File: config.mk
export PLATFORM = sky130hd
export DESIGN_NAME = alu_dispatch
export DESIGN_NICKNAME = d
export VERILOG_FILES = /design/src/rtl/alu_pkg.sv /design/src/rtl/alu_op_decode.sv /design/src/rtl/alu_dispatch.sv
export SDC_FILE = /design/constraint.sdc
export NUM_CORES = 1
export LEC_CHECK = 0
export CORE_MARGIN = 5
export CORE_UTILIZATION = 44
export CTS_BUF_LIST = sky130_fd_sc_hd__clkbuf_2 sky130_fd_sc_hd__clkbuf_4 sky130_fd_sc_hd__clkbuf_8
export CTS_CLUSTER_DIAMETER = 80
export DETAILED_ROUTE_END_ITERATION = 8
export GPL_TIMING_DRIVEN = 0
export PLACE_DENSITY_LB_ADDON = 0.08
export RECOVER_POWER = 25
export SKIP_CTS_REPAIR_TIMING = 1
export SYNTH_ARGS = -nofsm -noshare
export SYNTH_HDL_FRONTEND = slang
export SYNTH_SLANG_ARGS = --single-unit
File: constraint.sdc
create_clock -name soc_clk -period 9 [get_ports soc_clk]
set_clock_uncertainty 0.15 [all_clocks]
set_input_delay 2.25 -clock soc_clk [delete_from_list [all_inputs] [get_ports soc_clk]]
set_output_delay 2.25 -clock soc_clk [all_outputs]
set_load 0.1 [all_outputs]
File: src/rtl/alu_pkg.sv
// alu_pkg
// Shared definitions for the ALU front end: the decryptedOP operation codes
// seen by the execution units, the dispatcher FSM state type, and a helper
// that identifies shift operations (their second operand is a shift amount).
package alu_pkg;

    localparam logic [3:0] OP_ADD     = 4'd0;
    localparam logic [3:0] OP_SUB     = 4'd1;
    localparam logic [3:0] OP_SLT     = 4'd2;
    localparam logic [3:0] OP_SLTU    = 4'd3;
    localparam logic [3:0] OP_XOR     = 4'd4;
    localparam logic [3:0] OP_OR      = 4'd5;
    localparam logic [3:0] OP_AND     = 4'd6;
    localparam logic [3:0] OP_SLL     = 4'd8;
    localparam logic [3:0] OP_SRL     = 4'd12;
    localparam logic [3:0] OP_SRA     = 4'd13;
    localparam logic [3:0] OP_INVALID = 4'd15;

    typedef enum logic [1:0] {
        S_IDLE,
        S_ISSUE,
        S_WAIT,
        S_DONE
    } state_t;

    function automatic logic is_shift_op(input logic [3:0] op);
        return (op == OP_SLL) || (op == OP_SRL) || (op == OP_SRA);
    endfunction

endpackage

File: src/rtl/alu_op_decode.sv
// alu_op_decode
// Purely combinational decode of an R/I-type integer operation into the
// 4-bit unit operation code.
// Ports:
//   funct3       in  3  RISC-V funct3
//   funct7_b5    in  1  funct7[5], selects SUB / SRA (and marks SLL illegal)
//   is_imm       in  1  I-type encoding
//   decrypted_op out 4  operation code (OP_* from alu_pkg)
//   illegal      out 1  operation is not supported
module alu_op_decode
    import alu_pkg::*;
(
    input  logic [2:0] funct3,
    input  logic       funct7_b5,
    input  logic       is_imm,
    output logic [3:0] decrypted_op,
    output logic       illegal
);

    // I-type funct3=000 has no SUB form: funct7_b5 there is just an
    // immediate bit, so only the register form may select SUB.
    always_comb begin
        decrypted_op = OP_INVALID;
        case (funct3)
            3'b000:  decrypted_op = (funct7_b5 && !is_imm) ? OP_SUB : OP_ADD;
            3'b001:  decrypted_op = funct7_b5 ? OP_INVALID : OP_SLL;
            3'b010:  decrypted_op = OP_SLT;
            3'b011:  decrypted_op = OP_SLTU;
            3'b100:  decrypted_op = OP_XOR;
            3'b101:  decrypted_op = funct7_b5 ? OP_SRA : OP_SRL;
            3'b110:  decrypted_op = OP_OR;
            3'b111:  decrypted_op = OP_AND;
            default: decrypted_op = OP_INVALID;
        endcase
    end

    assign illegal = (decrypted_op == OP_INVALID);

endmodule

File: src/rtl/alu_dispatch.sv
// alu_dispatch
// ALU front end: accepts a decoded integer op on a valid/ready handshake,
// formats operands for the execution units, issues a one-cycle dat_ready
// strobe, captures the OR-ed unit result and presents it on an output
// valid/ready handshake.
// Ports:
//   soc_clk, reset                 clock, async active-high reset
//   in_valid/in_ready              request handshake (ready only in IDLE)
//   funct3, funct7_b5, is_imm      operation encoding
//   rs1, rs2, imm                  operands (imm already sign-extended)
//   dat_ready                      one-cycle issue strobe to the units
//   ALU_dat1, ALU_dat2             formatted operands
//   ALU_opcode, decryptedOP        registered funct3 and operation code
//   unit_result                    OR of all unit outputs
//   out_valid/out_ready            result handshake
//   result, illegal                captured result and unsupported-op flag
module alu_dispatch
    import alu_pkg::*;
#(
    parameter int XLEN = 32
) (
    input  logic            soc_clk,
    input  logic            reset,
    input  logic            in_valid,
    output logic            in_ready,
    input  logic [2:0]      funct3,
    input  logic            funct7_b5,
    input  logic            is_imm,
    input  logic [XLEN-1:0] rs1,
    input  logic [XLEN-1:0] rs2,
    input  logic [XLEN-1:0] imm,
    output logic            dat_ready,
    output logic [XLEN-1:0] ALU_dat1,
    output logic [XLEN-1:0] ALU_dat2,
    output logic [2:0]      ALU_opcode,
    output logic [3:0]      decryptedOP,
    input  logic [XLEN-1:0] unit_result,
    output logic            out_valid,
    input  logic            out_ready,
    output logic [XLEN-1:0] result,
    output logic            illegal
);

    state_t          state;
    logic [3:0]      dec_op;
    logic            dec_illegal;
    logic [XLEN-1:0] src;
    logic [XLEN-1:0] dat2_next;

    alu_op_decode u_decode (
        .funct3       (funct3),
        .funct7_b5    (funct7_b5),
        .is_imm       (is_imm),
        .decrypted_op (dec_op),
        .illegal      (dec_illegal)
    );

    // Shifters only look at a 5-bit amount; clearing the upper bits keeps
    // the OR-combined unit bus free of stray operand bits.
    assign src       = is_imm ? imm : rs2;
    assign dat2_next = is_shift_op(dec_op) ? {{(XLEN-5){1'b0}}, src[4:0]} : src;

    // Dispatcher FSM. All outputs are registered; dat_ready is set on
    // acceptance so it is high exactly during ISSUE. The unit result is
    // only valid during WAIT (units clear once dat_ready drops), so it is
    // captured on the WAIT->DONE edge.
    always_ff @(posedge soc_clk or posedge reset) begin
        if (reset) begin
            state       <= S_IDLE;
            in_ready    <= 1'b1;
            dat_ready   <= 1'b0;
            out_valid   <= 1'b0;
            illegal     <= 1'b0;
            ALU_dat1    <= '0;
            ALU_dat2    <= '0;
            ALU_opcode  <= '0;
            decryptedOP <= '0;
            result      <= '0;
        end else begin
            case (state)
                S_IDLE: begin
                    if (in_valid) begin
                        ALU_dat1    <= rs1;
                        ALU_dat2    <= dat2_next;
                        ALU_opcode  <= funct3;
                        decryptedOP <= dec_op;
                        dat_ready   <= !dec_illegal;
                        in_ready    <= 1'b0;
                        state       <= S_ISSUE;
                    end
                end
                S_ISSUE: begin
                    dat_ready <= 1'b0;
                    state     <= S_WAIT;
                end
                S_WAIT: begin
                    result    <= (decryptedOP == OP_INVALID) ? '0 : unit_result;
                    illegal   <= (decryptedOP == OP_INVALID);
                    out_valid <= 1'b1;
                    state     <= S_DONE;
                end
                S_DONE: begin
                    if (out_ready) begin
                        out_valid <= 1'b0;
                        in_ready  <= 1'b1;
                        state     <= S_IDLE;
                    end
                end
                default: begin
                    dat_ready <= 1'b0;
                    out_valid <= 1'b0;
                    in_ready  <= 1'b1;
                    state     <= S_IDLE;
                end
            endcase
        end
    end

endmodule
==> metrics.csv, run 1 <==
metric,value,unit
drive_gt1_share,11.3,%
end_kind,primary output,
clock_sinks,109,
endpoint,in_ready,
hold_violations,0,
period_share,49.4,%
avgRoutedWirePerCell,17.6,um
synthXorXnorAreaFrac,0.191,%
die_x,112,um
syn_to_final_growth,61.2,%
grt_use_met2,37.0,%
startpoint,in_ready$_DFFE_PP1P_,
cp.required,6.60,ns
setup_viol,0,
critPathLaunchType,register,
cts_tree,built,
synth_top_family_by_area,multiplexers,
path_max_fanout,3,
numCtsBuffers,9,
max_freq,225,MHz
r2r_cells,6,
synthSimpleGateAreaFrac,4.73,%
worstPathArrival,2.05,ns
grt.busiest_layer,met2,
crit_path_max_incr_delay,1.14,ns
cp.depth,1,
async_reset_ff_share,100,%
grt_util_met1,24.2,%
dieArea,12500,um2
syn_nets,487,
rr_startpoint,state[0]$_DFFE_PP0P_,
first_iter_violations,188,
hold_depth,2,
synth-main-ff-cell,dfrtp_1,
initial_utilization,44.7,%
clk-insertion-delay-late,0.35,ns
antenna_found_initial,0,
drv_slew,53,
synth_compound_area_share,12.4,%
slowest_stage,clkdlybuf4s50_1,
vias_per_cell,4.97,
yosys.area_share.adder,1.09,%
final_net_count,741,
grt_pass1_wl,20700,um
clkTransAtPathRegs,0.10,ns
ys_warn_count,0,
hpwl,10400,um
clockBufferDepth,2,
fp.dieH,112,um
syn_area_per_cell,13.2,um2
postRouteAntennaNets,0,
port_buffers,242,
muxShareOfSynthArea,17.8,%
diodes,0,
min_path_type,register to register,
crit_family,buffers and inverters,
floorplan.rows,37,
rr_endpoint,result[0]$_DFFE_PP0P_,
ff2ff_setup_slack,6.99,ns
ys_seq_elements,109,
grt-ovfl-total,0,
worst_pin_slew,2.32,ns
min_period,4.45,ns
synth_top_area_share,59.0,%
criticalPathCategory,register to primary output,
cap_violations,1,
synth_cells,346,
violations,"capacitance limit, slew limit",
root_buffer,clkbuf_8,
synth_area_leaders,"dfrtp_1 (59%), mux2_4 (8.9%), mux2i_1 (7.0%), a22o_1 (6.1%), nand2_1 (3.3%)",
grt_max_degree,58,
ys_types,29,
rsz0062_at_grt,false,
max-slew-margin-rel,-55.6,%
io-pin-count,244,
synth_seq_area_share,59.6,%
grt_use_total,20.8,%
crit_chain,clkdlybuf4s50_1,
tns,0,ns
outcome,finished with violations,
use_met3,6.63,%
cts-htree-levels,3,
first_pass_iters,4,
coreArea,10200,um2
synth_edf_count,0,
timing.critical_path.buf_inv,1,
routed_wl,13000,um
grt_pass1_vias,3970,
synth_largest_area_cell,dfrtp_1,
synth_area,4580,um2
vias,3671,
drc,0,
gp_congestion,0.765,
==> metal layers <==
layer,routed length [um],share of wire (%),up-vias
met2,6790,52,152
li1,-,-,1724
met5,0,0,-
met3,1120,8.6,11
met1,4990,38,1784
met4,133,1.0,0
==> state kept, by name, indices dropped and copies added, names as in the netlist <==
| name | count |
|---|---|
| ALU_opcode | 3 |
| in_ready | 1 |
| decryptedOP | 4 |
| out_valid | 1 |
| result | 32 |
| dat_ready | 1 |
| state | 2 |
| illegal | 1 |
| ALU_dat2 | 32 |
| ALU_dat1 | 32 |
==> cell usage after synthesis (2+ instances only) <==
| master | count |
|---|---|
| dfrtp_1 | 108 |
| nand2_1 | 40 |
| a22o_1 | 32 |
| mux2i_1 | 32 |
| mux2_4 | 27 |
| o21ai_1 | 21 |
| o21ai_0 | 17 |
| mux2_2 | 8 |
| a21oi_1 | 7 |
| buf_4 | 7 |
| clkbuf_1 | 7 |
| inv_1 | 7 |
| nor2_1 | 7 |
| ha_1 | 4 |
| buf_12 | 3 |
| nor2b_1 | 3 |
| a31oi_1 | 2 |
| buf_2 | 2 |
| nand2b_1 | 2 |
==> worst min path at each step <==
stage                                          end                      from  slack, ns
after floorplan               state[0]$_DFFE_PP0P_      state[0]$_DFFE_PP0P_       0.38
after global placement    ALU_dat2[25]$_DFFE_PP0P_  ALU_dat2[25]$_DFFE_PP0P_       0.31
after detailed placement   ALU_dat2[2]$_DFFE_PP0P_   ALU_dat2[2]$_DFFE_PP0P_       0.32
after CTS                  ALU_dat2[2]$_DFFE_PP0P_   ALU_dat2[2]$_DFFE_PP0P_       0.34
after global routing      ALU_dat2[31]$_DFFE_PP0P_  ALU_dat2[31]$_DFFE_PP0P_       0.37
final                      ALU_dat2[2]$_DFFE_PP0P_   ALU_dat2[2]$_DFFE_PP0P_       0.34
==> final cells by class <==
cell class | instances | area (um2)
Fill cell | 790 | 2850
Sequential cell | 109 | 2730
Timing Repair Buffer | 243 | 2450
Multi-Input combinational cell | 209 | 1650
Tap cell | 136 | 170
Buffer | 20 | 160
Clock buffer | 12 | 153
Clock inverter | 2 | 35.0
Inverter | 8 | 31.3
==> cell usage in the layout (no fill, tap or decap), types with 2 or more instances in the layout <==
master,netlist,routed
nor2_1,7,7
mux2_4,27,27
mux2_2,8,8
clkdlybuf4s50_1,0,208
o21ai_0,17,17
nor2b_1,3,3
nand2_1,40,40
ha_1,4,4
o21ai_1,21,21
a22o_1,32,32
buf_4,7,7
a31oi_1,2,2
mux2i_1,32,32
clkbuf_4,0,2
buf_2,2,2
a21oi_1,7,7
dfrtp_1,108,108
clkbuf_1,7,7
clkbuf_8,0,10
dlygate4sd3_1,0,34
inv_1,7,6
buf_12,3,3
nand2b_1,2,2
==> cell families (layout without fill, tap and decap cells) <==
family          count (synthesis)  after routing
flops                         109            109
buf+inv                        28            285
compound gates                 84             84
xor+xnor                        1              1
fa+ha+maj                       4              4
simple gates                   53             53
mux                            67             67
==> metrics by stage <==
step	utilization, %	hold WS [ns]	std cells	setup slack (ns)	cell area [um2]
3_3_place_gp	70.1	0.311	724	2.25	7170
6_report	72.1	0.336	739	4.55	7380
3_5_place_dp	70.4	0.320	725	4.92	7200
4_1_cts	72.2	0.342	739	4.51	7390
5_1_grt	72.1	0.371	739	4.36	7380
2_1_floorplan	-	0.378	346	3.73	4580
Power of run 1 is not shown: default switching activity piles up to over one toggle a cycle in this logic, so the estimate is an artifact.
==> run 2, diff against run 1 <==
Settings changed: CORE_UTILIZATION 44 to 37.
Clock period 9 ns to 4 ns, I/O delays scaled along.
==> run 2 against run 1 <==
Compared with the run above: global-route usage decreased by 3.5 points; sequential share of layout area decreased by 0.27 points; via count down 1.1%; cell area increased by 0.73%; largest cell class unchanged; register-to-register slack got worse by 5.3 ns; count of clock-buffer cells in the layout increased by 1; the flow now finishes without violations; die area increased by 17%; routed wire length rose by 0.67%; final cell count rose by 4.7%; non-clock buffer count is 1 higher; first-iteration DRC count increased by 5.9%.
==> metrics.csv, run 2 (synthesis results as in run 1) <==
metric,value,unit,change
top_regs,"ALU_dat1: 32 flops, ALU_dat2: 32 flops, result: 32 flops",,
cts-htree-levels,3,,unchanged
drive_gt1_share,11.1,%,-0.22 points
worst_pin_slew,1.22,ns,-1.10 ns
max-slew-margin-rel,18.0,%,+74 points
grt_use_total,17.3,%,-3.5 points
regArea,2730,um2,unchanged
min_path_type,register to register,,
ff2ff_setup_slack,1.70,ns,-5.29 ns
postRouteAntennaNets,0,,unchanged
end_kind,primary output,,
routed_wl,13100,um,+0.67%
diodes,0,,unchanged
crit_path_max_incr_delay,1.15,ns,about the same
final_net_count,742,,+0.13%
crit_family,buffers and inverters,,
grt_pass1_wl,20000,um,-3.4%
cp.required,2.85,ns,-3.75 ns
hold_depth,2,,unchanged
initial_utilization,38.0,%,-6.8 points
multi_input_area,1650,um2,unchanged
setup_viol,0,,unchanged
rsz0062_at_grt,false,,
max_freq,312,MHz,
period_share,80.2,%,
antenna_found_initial,0,,unchanged
final_cell_mix,"clkdlybuf4s50_1 (239), dfrtp_1 (108), nand2_1 (40)",,
path_max_fanout,3,,unchanged
outcome,completed,,
gp_congestion,0.732,,-4.4%
criticalPathCategory,register to primary output,,
min_period,3.21,ns,
cp.depth,1,,unchanged
clockBufferDepth,2,,unchanged
drv_slew,0,,-100%
grt_pass1_vias,3848,,-3.1%
dieArea,14700,um2,+17%
clkTransAtPathRegs,0.10,ns,about the same
fp.dieH,121,um,+8.2%
cts_tree,built,,
r2r_cells,6,,unchanged
worstPathArrival,2.06,ns,about the same
grt_max_degree,44,,-24%
timing.critical_path.buf_inv,1,,unchanged
drc,0,,unchanged
syn_to_final_growth,62.4,%,
tns,0,ns,unchanged
hold_violations,0,,unchanged
vias,3631,,-1.1%
slowest_stage,clkdlybuf4s50_1,,
root_buffer,clkbuf_8,,
critPathLaunchType,register,,
clock_sinks,109,,unchanged
die_x,121,um,+8.2%
hpwl,10200,um,-2.1%
grt-ovfl-total,0,,unchanged
avgRoutedWirePerCell,16.9,um,-3.9%
port_buffers,242,,unchanged
floorplan.rows,40,,+8.1%
final_common_cell,clkdlybuf4s50_1,,
cap_violations,0,,-1
io-pin-count,244,,unchanged
first_iter_violations,199,,+5.9%
clk-insertion-delay-late,0.35,ns,about the same
first_pass_iters,4,,unchanged
crit_chain,clkdlybuf4s50_1,,
vias_per_cell,4.69,,-5.6%
numCtsBuffers,9,,unchanged
fillCellCount,1003,,+27%
coreArea,12100,um2,+18%
## run 2: cell types whose count changed in the layout (fill, tap and decap cells not counted), moves of 2 or more
cell | before | now
dlygate4sd3_1 | 34 | 3
clkbuf_1 | 7 | 10
clkdlybuf4s50_1 | 208 | 239
clkbuf_8 | 10 | 12
buf_4 | 7 | 4
## run 2: routing by layer
metal  wire length [um]  GRT usage [%]
met1               5350           20.2
met2               6330           29.5
met3               1240           6.67
met4                196           5.60
met5                  0              0
## run 2: worst paths after layout
path / to / start
hold reg to reg: ALU_dat2[25]$_DFFE_PP0P_ / ALU_dat2[25]$_DFFE_PP0P_
setup reg to reg: result[2]$_DFFE_PP0P_ / state[0]$_DFFE_PP0P_
hold / removal: ALU_dat2[25]$_DFFE_PP0P_ / ALU_dat2[25]$_DFFE_PP0P_
max in group asynchronous: ALU_dat2[1]$_DFFE_PP0P_ / reset
min in group asynchronous: ALU_dat1[24]$_DFFE_PP0P_ / reset
setup / recovery: in_ready / in_ready$_DFFE_PP1P_
## run 2: through the flow
stage	utilization (%)	instances	setup WS [ns]	hold slack (ns)	cell area [um2]
after global routing	61.6	774	0.371	0.367	7430
after detailed placement	60.1	758	1.17	0.320	7250
final	61.6	774	0.790	0.333	7430
after global placement	59.8	756	0.457	0.311	7210
after CTS	61.9	774	0.751	0.343	7470
after floorplan	-	346	1.54	0.378	4580
## run 2: area by class of cell
type / instances / share of cell area (%)
buffer: 20 / 2.00
clock buffer: 13 / 2.32
clock inverter: 3 / 0.572
inverter: 8 / 0.421
multi-input combinational: 209 / 22.2
sequential: 109 / 36.7
tap: 168 / 2.83
timing repair buffer: 244 / 32.9
Power of run 2 is left out for the same reason.
